--- config.mk ---
export PLATFORM = sky130hd
export DESIGN_NAME = lsu_mem_initiator
export DESIGN_NICKNAME = d
export VERILOG_FILES = /design/src/rtl/lsu_mem_initiator.sv
export SDC_FILE = /design/constraint.sdc
export NUM_CORES = 1
export LEC_CHECK = 0
export CORE_UTILIZATION = 45
export CTS_CLUSTER_SIZE = 20
export DETAILED_ROUTE_END_ITERATION = 8
export PLACE_DENSITY = 0.95
export SETUP_SLACK_MARGIN = 0.2
export SLEW_MARGIN = 20
export SYNTH_ARGS = -nofsm -noshare
export SYNTH_HDL_FRONTEND = slang
export SYNTH_SLANG_ARGS = --single-unit
--- constraint.sdc ---
create_clock -name clk_i -period 5.4 [get_ports clk_i]
set_input_delay 1.08 -clock clk_i [delete_from_list [all_inputs] [get_ports clk_i]]
set_output_delay 1.08 -clock clk_i [all_outputs]
set_load 0.005 [all_outputs]
--- src/rtl/lsu_mem_initiator.sv ---
// lsu_mem_initiator: core-side load/store initiator for the stall-handshake data memory port.
// Build option LSU_PERF_CNT_EN adds saturating load/store/wait-cycle counters.
//
// state   | meaning
// IDLE    | ready for a request once memory is not stalled
// ISSUE   | one-cycle read or write strobe to memory
// WAIT_HI | waiting for memory to raise stall
// WAIT_LO | waiting for stall to drop; load data captured on exit
// RESP    | response strobe for an access that reached memory
// ERR     | response strobe for a request rejected by the checks
module lsu_mem_initiator #(
   parameter logic [31:0] DMEM_BASE      = 32'h0000_1000,
   parameter int unsigned DMEM_BYTES     = 4096,
   parameter logic [31:0] LED_ADDR       = 32'h0000_2000,
   parameter int unsigned TIMEOUT_CYCLES = 16
) (
   input  logic        clk_i,
   input  logic        rst_ni,
`ifdef LSU_PERF_CNT_EN
   output logic [31:0] perf_loads_o,
   output logic [31:0] perf_stores_o,
   output logic [31:0] perf_wait_cycles_o,
`endif
   input  logic        req_valid_i,
   output logic        req_ready_o,
   input  logic        req_we_i,
   input  logic [2:0]  req_funct3_i,
   input  logic [31:0] req_addr_i,
   input  logic [31:0] req_wdata_i,
   output logic        rsp_valid_o,
   output logic [31:0] rsp_rdata_o,
   output logic [1:0]  rsp_err_o,
   output logic [31:0] mem_addr_o,
   output logic [31:0] mem_wdata_o,
   output logic        mem_we_o,
   output logic        mem_re_o,
   output logic [3:0]  mem_sign_mask_o,
   input  logic [31:0] mem_rdata_i,
   input  logic        mem_stall_i
);

   localparam int TW = $clog2(TIMEOUT_CYCLES + 1);
   localparam logic [TW-1:0] TIMER_LOAD = TW'(TIMEOUT_CYCLES - 1);

   typedef enum logic [2:0] {S_IDLE, S_ISSUE, S_WAIT_HI, S_WAIT_LO, S_RESP, S_ERR} state_t;

   state_t        state_q, state_d;
   logic [TW-1:0] timer_q, timer_d;
   logic          we_q, we_d;
   logic [31:0]   addr_q, addr_d;
   logic [31:0]   wdata_q, wdata_d;
   logic [3:0]    mask_q, mask_d;
   logic [31:0]   rdata_q, rdata_d;
   logic [1:0]    err_q, err_d;
   logic          re_q, re_d;
   logic          wr_q, wr_d;
   logic          rsp_valid_q, rsp_valid_d;

   logic          accept;
   logic          illegal;
   logic          misaligned;
   logic          in_dmem;
   logic          led_store;
   logic [1:0]    size;
   logic [31:0]   offset;

   assign req_ready_o = (state_q == S_IDLE) & ~mem_stall_i;
   assign accept      = req_valid_i & req_ready_o;

   always_comb begin
      size    = 2'b00;
      illegal = 1'b0;
      case (req_funct3_i)
         3'b000, 3'b100: size = 2'b00;
         3'b001, 3'b101: size = 2'b01;
         3'b010:         size = 2'b11;
         default:        illegal = 1'b1;
      endcase
      misaligned = illegal
                 | ((size == 2'b01) & req_addr_i[0])
                 | ((size == 2'b11) & (req_addr_i[1:0] != 2'b00));
      // Unsigned wrap makes addresses below the base land far out of range.
      offset     = req_addr_i - DMEM_BASE;
      in_dmem    = offset < DMEM_BYTES;
      led_store  = req_we_i & (req_funct3_i == 3'b010) & (req_addr_i == LED_ADDR);
   end

   always_comb begin
      state_d     = state_q;
      timer_d     = timer_q;
      we_d        = we_q;
      addr_d      = addr_q;
      wdata_d     = wdata_q;
      mask_d      = mask_q;
      rdata_d     = rdata_q;
      err_d       = err_q;
      re_d        = 1'b0;
      wr_d        = 1'b0;
      rsp_valid_d = 1'b0;
      case (state_q)
         S_IDLE: begin
            if (accept) begin
               rdata_d = '0;
               if (misaligned) begin
                  err_d       = 2'b01;
                  rsp_valid_d = 1'b1;
                  state_d     = S_ERR;
               end else if (!in_dmem && !led_store) begin
                  err_d       = 2'b10;
                  rsp_valid_d = 1'b1;
                  state_d     = S_ERR;
               end else begin
                  we_d    = req_we_i;
                  addr_d  = req_addr_i;
                  wdata_d = req_wdata_i;
                  // Bit 2 is set for LW/LBU/LHU: no sign extension wanted from memory.
                  mask_d  = {1'b0, ~req_we_i & (req_funct3_i[2] | (size == 2'b11)), size};
                  err_d   = 2'b00;
                  re_d    = ~req_we_i;
                  wr_d    = req_we_i;
                  state_d = S_ISSUE;
               end
            end
         end
         S_ISSUE: begin
            timer_d = TIMER_LOAD;
            state_d = S_WAIT_HI;
         end
         S_WAIT_HI: begin
            if (mem_stall_i) begin
               timer_d = TIMER_LOAD;
               state_d = S_WAIT_LO;
            end else if (timer_q == '0) begin
               err_d       = 2'b11;
               rsp_valid_d = 1'b1;
               state_d     = S_RESP;
            end else begin
               timer_d = timer_q - TW'(1);
            end
         end
         S_WAIT_LO: begin
            if (!mem_stall_i) begin
               rdata_d     = we_q ? 32'h0 : mem_rdata_i;
               rsp_valid_d = 1'b1;
               timer_d     = '0;
               state_d     = S_RESP;
            end else if (timer_q == '0) begin
               err_d       = 2'b11;
               rsp_valid_d = 1'b1;
               state_d     = S_RESP;
            end else begin
               timer_d = timer_q - TW'(1);
            end
         end
         S_RESP, S_ERR: begin
            err_d   = 2'b00;
            rdata_d = '0;
            state_d = S_IDLE;
         end
         default: state_d = S_IDLE;
      endcase
   end

   always_ff @(posedge clk_i or negedge rst_ni) begin
      if (!rst_ni) begin
         state_q     <= S_IDLE;
         timer_q     <= '0;
         we_q        <= 1'b0;
         addr_q      <= '0;
         wdata_q     <= '0;
         mask_q      <= '0;
         rdata_q     <= '0;
         err_q       <= '0;
         re_q        <= 1'b0;
         wr_q        <= 1'b0;
         rsp_valid_q <= 1'b0;
      end else begin
         state_q     <= state_d;
         timer_q     <= timer_d;
         we_q        <= we_d;
         addr_q      <= addr_d;
         wdata_q     <= wdata_d;
         mask_q      <= mask_d;
         rdata_q     <= rdata_d;
         err_q       <= err_d;
         re_q        <= re_d;
         wr_q        <= wr_d;
         rsp_valid_q <= rsp_valid_d;
      end
   end

   assign rsp_valid_o     = rsp_valid_q;
   assign rsp_rdata_o     = rdata_q;
   assign rsp_err_o       = err_q;
   assign mem_addr_o      = addr_q;
   assign mem_wdata_o     = wdata_q;
   assign mem_we_o        = wr_q;
   assign mem_re_o        = re_q;
   assign mem_sign_mask_o = mask_q;

`ifdef LSU_PERF_CNT_EN
   logic [31:0] perf_loads_q, perf_loads_d;
   logic [31:0] perf_stores_q, perf_stores_d;
   logic [31:0] perf_wait_q, perf_wait_d;

   always_comb begin
      perf_loads_d  = perf_loads_q;
      perf_stores_d = perf_stores_q;
      perf_wait_d   = perf_wait_q;
      if (re_q && (perf_loads_q != '1))
         perf_loads_d = perf_loads_q + 32'd1;
      if (wr_q && (perf_stores_q != '1))
         perf_stores_d = perf_stores_q + 32'd1;
      if (((state_q == S_WAIT_HI) || (state_q == S_WAIT_LO)) && (perf_wait_q != '1))
         perf_wait_d = perf_wait_q + 32'd1;
   end

   always_ff @(posedge clk_i or negedge rst_ni) begin
      if (!rst_ni) begin
         perf_loads_q  <= '0;
         perf_stores_q <= '0;
         perf_wait_q   <= '0;
      end else begin
         perf_loads_q  <= perf_loads_d;
         perf_stores_q <= perf_stores_d;
         perf_wait_q   <= perf_wait_d;
      end
   end

   assign perf_loads_o       = perf_loads_q;
   assign perf_stores_o      = perf_stores_q;
   assign perf_wait_cycles_o = perf_wait_q;
`endif

endmodule

# Word-level counts from Yosys, hierarchy flattened
# Cells that the tools add are included.
[totals]
register_bits = 113
in_bits = 104
out_inout_bits = 106
elab_cells = 99
[classes]
addsub = 2
magnitude_cmp = 1
eq_ne = 16
n_mux = 39
n_bitwise = 14
reduce_logical = 16
[op_table]
columns = ["cell", "n"]
rows = [
  ["two-way mux 32 bit", 3],
  ["one-hot mux 32 bit (3 select lines)", 1],
  ["== test 32 x 14 -> 1 bit (second input constant)", 1],
  ["< comparator 32 x 13 -> 1 bit (second input constant)", 1],
  ["subtractor 32 x 13 -> 32 bit (second input constant)", 1],
  ["two-way mux 3 bit", 6],
  ["two-way mux 1 bit", 15],
  ["two-way mux 5 bit", 3],
  ["one-hot mux 5 bit (3 select lines)", 1],
  ["== test 3 bit (second input constant)", 4],
  ["two-way mux 2 bit", 6],
  ["one-hot mux 3 bit (4 select lines)", 1],
  ["== test 3 x 2 -> 1 bit (second input constant)", 3],
  ["inequality test 2 bit (second input constant)", 4],
  ["one-hot mux 2 bit (4 select lines)", 1],
  ["AND reduction 4 bit", 2],
  ["AND 1 bit", 7],
  ["== test 3 x 1 -> 1 bit (second input constant)", 2],
  ["zero test 3 bit", 2],
  ["nonzero test 3 bit", 2],
  ["zero test 5 bit", 1],
  ["OR reduction 5 bit", 1],
  ["subtractor 5 x 1 -> 5 bit (second input constant)", 1],
  ["inverter 1 bit", 4],
  ["11 further kinds", 15],
]

# Depth between registers and ports, before layout
[depth]
ltp_word = 10
depth_mapped = 9
mapped_depth_nobuf = 8

# Worst setup path before layout
# OpenSTA, ideal clock, no wires.
[synth_timing]
path_type = "input -> register"
start = "input req_addr_i[20]"
end = "register addr_q[2], in the netlist mem_addr_o[2]"
setup_time_ps = 125
t_arrival_ps = 2942
t_required_ps = 5275
path_slack_ps = 2333
stages = 8
cell_sequence = "nor4_4 nand4_1 or4_1 a41oi_2 nor2_2 buf_6 buf_6 mux2_4"
[synth_between]
elab_chain_cells = 6
[synth_lines]
columns = ["item", "line_no", "source"]
rows = [
  ["start, declared", "28", "input logic [31:0] req_addr_i,"],
  ["subtractor 32 x 13 -> 32 bit / == test 32 x 14 -> 1 bit (equally long branches)", "83, 85", ""],
  ["< comparator 32 x 13 -> 1 bit / AND 1 bit (equally long branches)", "84, 85", ""],
  ["zero test 1 bit", "108", "end else if (!in_dmem && !led_store) begin"],
  ["logical AND 1 bit *", "108", ""],
  ["inverter 1 bit (no line) *", "n/a", ""],
  ["AND reduction 4 bit (no line) *", "n/a", ""],
  ["end signal, assigned", "181", "addr_q <= addr_d;"],
  ["end, declared", "50", "logic [31:0] addr_q, addr_d;"],
]
# Mark *: on every way between the ends. The rest lies on a longest branch, timed or not.
# A chain may end at the register's enable or synchronous reset.

# Worst setup path after layout
[layout_timing]
start = "input req_funct3_i[1]"
end = "register wdata_q[21], in the netlist mem_wdata_o[21]"
[layout_between]
elab_chain_cells = 9
[layout_lines]
columns = ["item", "line_no", "source"]
rows = [
  ["start, declared", "27", "input logic [2:0] req_funct3_i,"],
  ["== test 3 x 1 -> 1 bit / == test 3 bit (equally long branches)", "73", "case (req_funct3_i)"],
  ["OR reduction 2 bit", "n/a", ""],
  ["one-hot mux 2 bit (2 select lines)", "73", ""],
  ["== test 2 x 1 -> 1 bit", "80", "| ((size == 2'b01) & req_addr_i[0])"],
  ["AND 1 bit", "80", ""],
  ["bitwise OR 1 bit", "80", ""],
  ["bitwise OR 1 bit", "81", "| ((size == 2'b11) & (req_addr_i[1:0] != 2'b00));"],
  ["inverter 1 bit (no line)", "n/a", ""],
  ["AND reduction 4 bit (no line) *", "n/a", ""],
  ["end signal, assigned", "182", "wdata_q <= wdata_d;"],
  ["end, declared", "51", "logic [31:0] wdata_q, wdata_d;"],
]
# Marked as above.

==> impl_metrics.json <==
{
  "worst_hold_path_type": "reg -> reg",
  "async_flop_share": 1.00,
  "setup_violations": 0,
  "clk_latency_ns": 0.49,
  "cellPowerDensity_nw_per_um2": 350,
  "syn_avg_cell_area_um2": 11.3,
  "cts_buffers": 17,
  "rsz0062_at_grt": "false",
  "vias": 4122,
  "worstHoldEndpoint": "rsp_rdata_o[13]",
  "htree_levels": 4,
  "via_per_inst": 5.25,
  "holdCritStartpoint": "rsp_rdata_o[13]",
  "r2r.worst_path.cells": 6,
  "reg2reg_to": "mem_wdata_o[21]",
  "fin_util": 0.738,
  "drcViolationCount": 0,
  "syn2layout_area_growth_pct": 58.1,
  "max_slew.worst_pin.slew_ns": 0.934,
  "layout.nets": 745,
  "detail_route.iter0.violations": 271,
  "firstDrtPassIters": 6,
  "max_stage_delay_ns": 0.57,
  "routabilityCongestion": 0.882,
  "grt_max_degree": 76,
  "hpwl_um": 9630,
  "ant_nets": 0,
  "synth_area_um2": 4840,
  "layout-drive-gt1-share": 0.133,
  "worstPathArrival_ns": 3.90,
  "leakage_nw": 3.36,
  "wl_met3_um": 996,
  "critPathMaxFanout": 37,
  "grt_pass1_vias": 4398,
  "die_x_um": 106,
  "grtUsageTotal": 0.246,
  "period_minus_slack_ns": 3.52,
  "finalSetupTns_ns": 0,
  "route.met2.wl_um": 7100,
  "criticalPathCategory": "in -> reg",
  "slew_viol_final": 0,
  "dieArea_um2": 11200,
  "m1WireLength_um": 4840,
  "cpMaxStageDelayCell": "clkdlybuf4s50_1",
  "r2r_slack_ns": 3.01,
  "syn_inst": 429,
  "yosysTopAreaCell": "dfrtp_1",
  "cts_resized": 0,
  "drt_wl_total_um": 13300,
  "clk_pin_slew_ns": 0.05,
  "cp_cell_sequence": "clkdlybuf4s50_1 > nor3b_1 > nand4_1 > nor3_1 > a41oi_2 > nor2_4 > buf_4 > mux2_2",
  "fin_skew_ns": 0.0115,
  "route.detailed.wl_per_inst_um": 16.9,
  "antenna_found_initial": 0,
  "ys_seq_area_frac": 0.584,
  "portBuffers": 208,
  "rows": 37,
  "cts_tree": "yes",
  "post-route-period-util": 0.652,
  "antenna-diode-count": 0,
  "num_io_pins": 210,
  "ir_drop_mv": 0.225,
  "synth-edff-count": 0,
  "required_ns": 5.77,
  "grt_pass1_wl_um": 21200,
  "grt_overflow_total": 0,
  "hold_violations": 0,
  "synth_top_area_share": 0.584,
  "clock-sinks": 113,
  "critPathLaunchType": "input port",
  "synth_flop_cell": "dfrtp_1",
  "cts_buffer_depth": 2,
  "drv_cap": 0,
  "die_height_um": 106,
  "syn-num-nets": 537,
  "synthTopCellsByArea": "dfrtp_1 58%, nand2_1 6.2%, mux2_2 6.0%",
  "top_layer_used": "met4",
  "status": "complete, no violations",
  "rr_startpoint": "state_q[1]",
  "initial_core_util": 0.467,
  "cts_root_buf": "clkbuf_8",
  "cts_setup_buffers": 0,
  "hold_depth": 2,
  "endpoint_kind": "register",
  "synth_seq_cells": 113,
  "fmax_mhz": 284,
  "hold_buffers": 0,
  "ys_types": 49,
  "slew_headroom": 0.378,
  "yosys_warnings": 0,
  "core_area_um2": 10400
}
[layer usage]
metal / track usage / vias to the layer above
met2: 0.443 / 177
met1: 0.260 / 2024
li1: - / 1892
met4: 0.104 / 0
met3: 0.0847 / 29
met5: 0 / -
[cell families after synthesis]
| family | Yosys count | share of synthesized area |
|---|---|---|
| compound gates | 73 | 0.0920 |
| flops | 113 | 0.584 |
| xor+xnor | 1 | 0.00181 |
| fa+ha+maj | 8 | 0.0186 |
| mux | 45 | 0.119 |
| simple gates | 154 | 0.150 |
| buf+inv | 34 | 0.0326 |
| other cells | 1 | 0.000775 |
[power breakdown]
group | switching (mW) | total (mW) | internal, mW
Clock | 0.367 | 1.15 | 0.781
Sequential | 0.0643 | 0.983 | 0.918
Combinational | 0.281 | 0.547 | 0.266
Total | 0.713 | 2.68 | 1.97
[state kept, by name (all words and copies together) (netlist names)]
signal,flops
timer_q,5
rsp_valid_o,1
mem_sign_mask_o,3
rsp_rdata_o,32
mem_we_o,1
rsp_err_o,2
we_q,1
state_q,3
mem_addr_o,32
mem_re_o,1
mem_wdata_o,32
[placed cells by master, fill, tap and decap left out, types with 5 or more instances in the layout]
master           instances
a21oi_1                  9
buf_4                    6
clkbuf_16               16
clkdlybuf4s50_1        207
dfrtp_1                113
inv_1                    9
mux2_2                  26
mux2_4                  19
nand2_1                 80
nor2_1                  18
nor2b_1                 20
nor3_1                   8
nor4_1                   5
o21ai_0                 38
o22ai_1                  5
[how the worst max path moves through the flow]
stage,slack [ns],cells after the start,endpoint,from
floorplan,2.33,8,mem_addr_o[2],req_addr_i[20]
global placement,1.63,8,mem_wdata_o[12],req_addr_i[20]
detailed placement,1.38,8,mem_wdata_o[11],req_funct3_i[1]
CTS,1.89,8,mem_wdata_o[21],req_funct3_i[1]
global route,1.69,8,mem_sign_mask_o[1],req_funct3_i[1]
finish,1.88,8,mem_wdata_o[21],req_funct3_i[1]
[final cells by class]
| cell class | count | area (µm²) |
|---|---|---|
| inverter | 10 | 37.5 |
| clock buffer | 21 | 459 |
| clock inverter | 10 | 158 |
| sequential | 113 | 2830 |
| multi-input combinational | 282 | 1880 |
| fill | 715 | 2720 |
| tap | 136 | 170 |
| timing repair buffer | 213 | 2120 |
[critical path, delay by kind of cell]
kind | cells | cell delay, ns
multiplexers | 1 | 0.40
AO/OA/AOI/OAI | 1 | 0.17
AND/OR/NAND/NOR | 4 | 1.19
buffers and inverters | 2 | 1.03
[cells in the mapped netlist, types with 2 or more instances]
library cell and count:
dfrtp_1 113, nand2_1 80, o21ai_0 38, mux2_2 26, nor2b_1 20, mux2_4 19, nor2_1 18, clkbuf_1 17
a21oi_1 9, inv_1 9, nor3_1 9, nor4_1 5, o22ai_1 5, ha_1 4, maj3_1 4, nand4_1 4
buf_2 3, buf_6 3, nand3_1 3, a221oi_1 2, a22oi_1 2, a31oi_1 2, and2_1 2, nand2b_1 2
nor3b_1 2, nor4b_1 2, o2bb2ai_1 2, o31a_1 2, or3_1 2
[metrics by stage]
step / hold slack (ns) / instance area, µm² / power (mW) / worst slack, ns / cells
2_1_floorplan: 0.473 / 4840 / 1.26 / 2.33 / 429
3_3_place_gp: 0.464 / 7030 / 1.50 / 1.63 / 754
3_5_place_dp: 0.470 / 7030 / 1.54 / 1.38 / 754
4_1_cts: 0.482 / 7650 / 2.69 / 1.89 / 785
5_1_grt: 0.504 / 7650 / 2.80 / 1.69 / 785
6_report: 0.483 / 7650 / 2.68 / 1.88 / 785
(Power assumes the default switching activity.)
==> RTL change 1 (config.mk and constraints unchanged) <==
Build with the macro `LSU_PERF_CNT_EN` defined.
--- a/src/rtl/lsu_mem_initiator.sv
+++ b/src/rtl/lsu_mem_initiator.sv
@@ -8,6 +8,8 @@
 // WAIT_LO | waiting for stall to drop; load data captured on exit
 // RESP    | response strobe for an access that reached memory
 // ERR     | response strobe for a request rejected by the checks
+`define LSU_PERF_CNT_EN
+
 module lsu_mem_initiator #(
    parameter logic [31:0] DMEM_BASE      = 32'h0000_1000,
    parameter int unsigned DMEM_BYTES     = 4096,
Behaviour (old outputs only; new: perf_loads_o, perf_stores_o and perf_wait_cycles_o): unchanged (Yosys induction, for registers that start in step).
==> RTL change 1 against the unedited design <==
Area after synthesis grew 96%. Via count up 93%. Largest power group is now sequential cells. Critical path depth decreased by 5. Combinational power increased by 32%. Cell area up 79%. Setup slack got worse by 0.17 ns. Critical endpoint is now req_ready_o. Sequential cell count increased by 96. Final cell count is 86% higher. Power grew 57%. Die area is 94% higher. Wire length rose by 98%.
==> RTL change 1: results (changes against the unedited design) <==
* CP Launch Point: mem_stall_i (was req_funct3_i[1])
* CP max FO at 9 (was 37)
* Tot GR Track Use at 0.241 (was 0.246)
* Met2 Usage GRT at 0.433 (was 0.443)
* Buffering overhead at 0.225 (was 0.277)
* Worst-skew pair later-pin latency at 0.51 ns (was 0.49 ns)
* Slowest cell delay on critical path at 0.62 ns (was 0.57 ns)
* Reg-to-reg startpoint: state_q[2] (was state_q[1])
* Met1 wire length at 9900 um (was 4840 um)
* First-pass GRT wire length at 41800 um (was 21200 um)
* Vias in the first global route at 8068 (was 4398)
* WHS at 0.486 ns (was 0.483 ns)
* Multi-input logic portion of the cell area at 0.289 (was 0.246)
* Most common library cells after synthesis: dfrtp_1, nand2_1, inv_1 (was dfrtp_1, nand2_1, o21ai_0)
* Share of the yosys chip area belonging to registers at 0.551 (was 0.584)
* CTS max path bufs at 3 (was 2)
* Final period util at 0.684 (was 0.652)
* #MultiIn Comb at 574 (was 282)
* Flop-to-flop setup slack at 2.57 ns (was 3.01 ns)
* Outcome: completed (unchanged)
* Buffers, non-clock at 307 (was 213)
* Share of layout cells above drive strength 1 at 0.0859 (was 0.133)
* Clk_buf instances at 32 (was 21)
* Metal3 WL at 1960 um (was 996 um)
* Hold Path End: timer_q[4] (was rsp_rdata_o[13])
* VDD IR max at 0.000245 V (was 0.000225 V)
* Dpl ws at 1.45 ns (was 1.38 ns)
* WL/cell at 18.0 um (was 16.9 um)
==> RTL change 1: changes by cell type after synthesis, moves of 26 or more <==
cell / before / now
inv_1: 9 / 56
xor2_1: 1 / 51
mux2i_1: 0 / 34
xnor2_1: 0 / 37
nand3_1: 3 / 43
nor2_1: 18 / 50
dfrtp_1: 113 / 209
o21ai_0: 38 / 12
==> RTL change 1: power by group <==
group          switching (mW)  internal [mW]  total [mW]
clock                   0.631           1.10        1.73
sequential             0.0987           1.66        1.76
combinational           0.344          0.378       0.722
total                    1.07           3.14        4.21
==> RTL change 1: logic make-up after synthesis <==
group | share of synthesized area
buffers and inverters | 0.0332
AOI/OAI and AO/OA | 0.0406
DFF | 0.551
other | 0.000395
muxes | 0.0988
adders and majority gates | 0.0134
and+or+nand+nor | 0.179
xor gates and xnor gates | 0.0829
==> RTL change 1: worst max-delay path: cells and delay by family <==
| family | cells | cell delay (ns) |
|---|---|---|
| AND/OR/NAND/NOR | 1 | 0.35 |
| buffers and inverters | 2 | 1.18 |
==> RTL change 2 (same flow settings) <==
Made on the original files. Encoding of `state_t`: now Gray code (3 bits for 6 states).
--- a/src/rtl/lsu_mem_initiator.sv
+++ b/src/rtl/lsu_mem_initiator.sv
@@ -42,7 +42,7 @@
    localparam int TW = $clog2(TIMEOUT_CYCLES + 1);
    localparam logic [TW-1:0] TIMER_LOAD = TW'(TIMEOUT_CYCLES - 1);
 
-   typedef enum logic [2:0] {S_IDLE, S_ISSUE, S_WAIT_HI, S_WAIT_LO, S_RESP, S_ERR} state_t;
+   typedef enum logic [2:0] {S_IDLE = 3'b000, S_ISSUE = 3'b001, S_WAIT_HI = 3'b011, S_WAIT_LO = 3'b010, S_RESP = 3'b110, S_ERR = 3'b111} state_t;
 
    state_t        state_q, state_d;
    logic [TW-1:0] timer_q, timer_d;
Behaviour: same outputs for any inputs over 4 cycles, from zero or initial values and one cycle with rst_ni low; so few cycles prove little.
==> RTL change 2 against the unedited design <==
Area after synthesis decreased by 4.6%. Cell area decreased by 3.2%. Wire length decreased by 7.8%. Non-clock buffer count decreased by 1. First-iteration DRC count decreased by 74%. Power increased by 13%. Setup slack got worse by 0.14 ns. Sequential cell count unchanged. Utilization increased by 1.3 points. Sequential power increased by 14%. Worst hold slack got worse by 0.0043 ns. Sequential share of layout area increased by 1.2 points. Count of clock-buffer cells in the layout decreased by 1. Critical path depth decreased by 5. Largest cell class unchanged. Largest power group is now sequential cells.
==> RTL change 2: results (changes against the unedited design) <==
* Outcome: completed (unchanged)
* Hold_sp: rsp_rdata_o[9] (was rsp_rdata_o[13])
* Worst Max-Slew Pin Slew at 0.814 ns (was 0.934 ns)
* CP Launch Point: mem_stall_i (was req_funct3_i[1])
* Reg-to-reg startpoint: state_q[0] (was state_q[1])
* Multi-input gate area at 0.00170 mm2 (was 0.00188 mm2)
* Clk_skew at 0.00783 ns (was 0.0115 ns)
* #MultiIn Comb at 262 (was 282)
* Layout clock area frac at 0.0755 (was 0.0806)
* Post-Syn Nets at 506 (was 537)
* Slowest cell delay on critical path at 0.59 ns (was 0.57 ns)
* Pin count of the biggest net entering global routing at 66 (was 76)
* Leakage at 3.35 nW (was 3.36 nW)
* Fill cell count at 625 (was 715)
* VDD IR max at 0.000230 V (was 0.000225 V)
* WL/cell at 16.2 um (was 16.9 um)
* Seq area share at 0.382 (was 0.370)
* CP max FO at 9 (was 37)
* Comb pwr at 854 uW (was 547 uW)
* Synth area leaders: dfrtp_1, mux2_1, nand2_1 (was dfrtp_1, nand2_1, mux2_2)
* Clk_buf instances at 20 (was 21)
* Vias in the first global route at 4048 (was 4398)
* Net Switching at 874 uW (was 713 uW)
* Arrival @ worst endpoint at 2.58 ns (was 3.90 ns)
* Tot GR Track Use at 0.240 (was 0.246)
* Share of the yosys chip area belonging to registers at 0.612 (was 0.584)
* CP top delay family: buffers and inverters (was simple AND/OR/NAND/NOR gates)
* Placer congestion estimate at 0.778 (was 0.882)
* First-pass GRT wire length at 19300 um (was 21200 um)
* Power share of the clock group at 0.344 (was 0.429)
* Flop-to-flop setup slack at 2.93 ns (was 3.01 ns)
* DRT Pass-1 Iters at 4 (was 6)
* Post-Synthesis Cells at 401 (was 429)
* Buffers, non-clock at 212 (was 213)
* Share of layout cells above drive strength 1 at 0.0738 (was 0.133)
* Signal inverters at 5 (was 10)
* Non-Filler Instances at 756 (was 785)
* Number of well taps at 133 (was 136)
* DP Cell Count at 725 (was 754)
* First-iteration detailed-routing DRC count at 71 (was 271)
==> RTL change 2: cell count changes after synthesis, moves of 5 or more <==
cell,before,now
mux2_1,0,46
mux2_2,26,0
and2_1,2,21
mux2_4,19,0
nor2b_1,20,4
nand2_1,80,70
nor4_2,0,5
==> RTL change 2: cells by family (layout without fill, tap and decap cells) <==
logic type | after synthesis | count (layout) | share of synthesized area
adder cells (fa/ha/maj) | 1 | 1 | 0.00271
AND/OR/NAND/NOR | 144 | 144 | 0.156
XOR/XNOR | 2 | 2 | 0.00379
other | 1 | 1 | 0.000812
AO/OA/AOI/OAI | 67 | 67 | 0.0845
flip-flops | 113 | 113 | 0.612
buffers and inverters | 26 | 248 | 0.0249
multiplexers | 47 | 47 | 0.114
==> RTL change 2: per-layer routing <==
layer,GRT usage,wire length [um],vias to the layer above
met3,0.0887,942,19
met5,0,0,-
met2,0.431,6420,165
met1,0.259,4660,1866
li1,-,-,1799
met4,0.0856,211,0
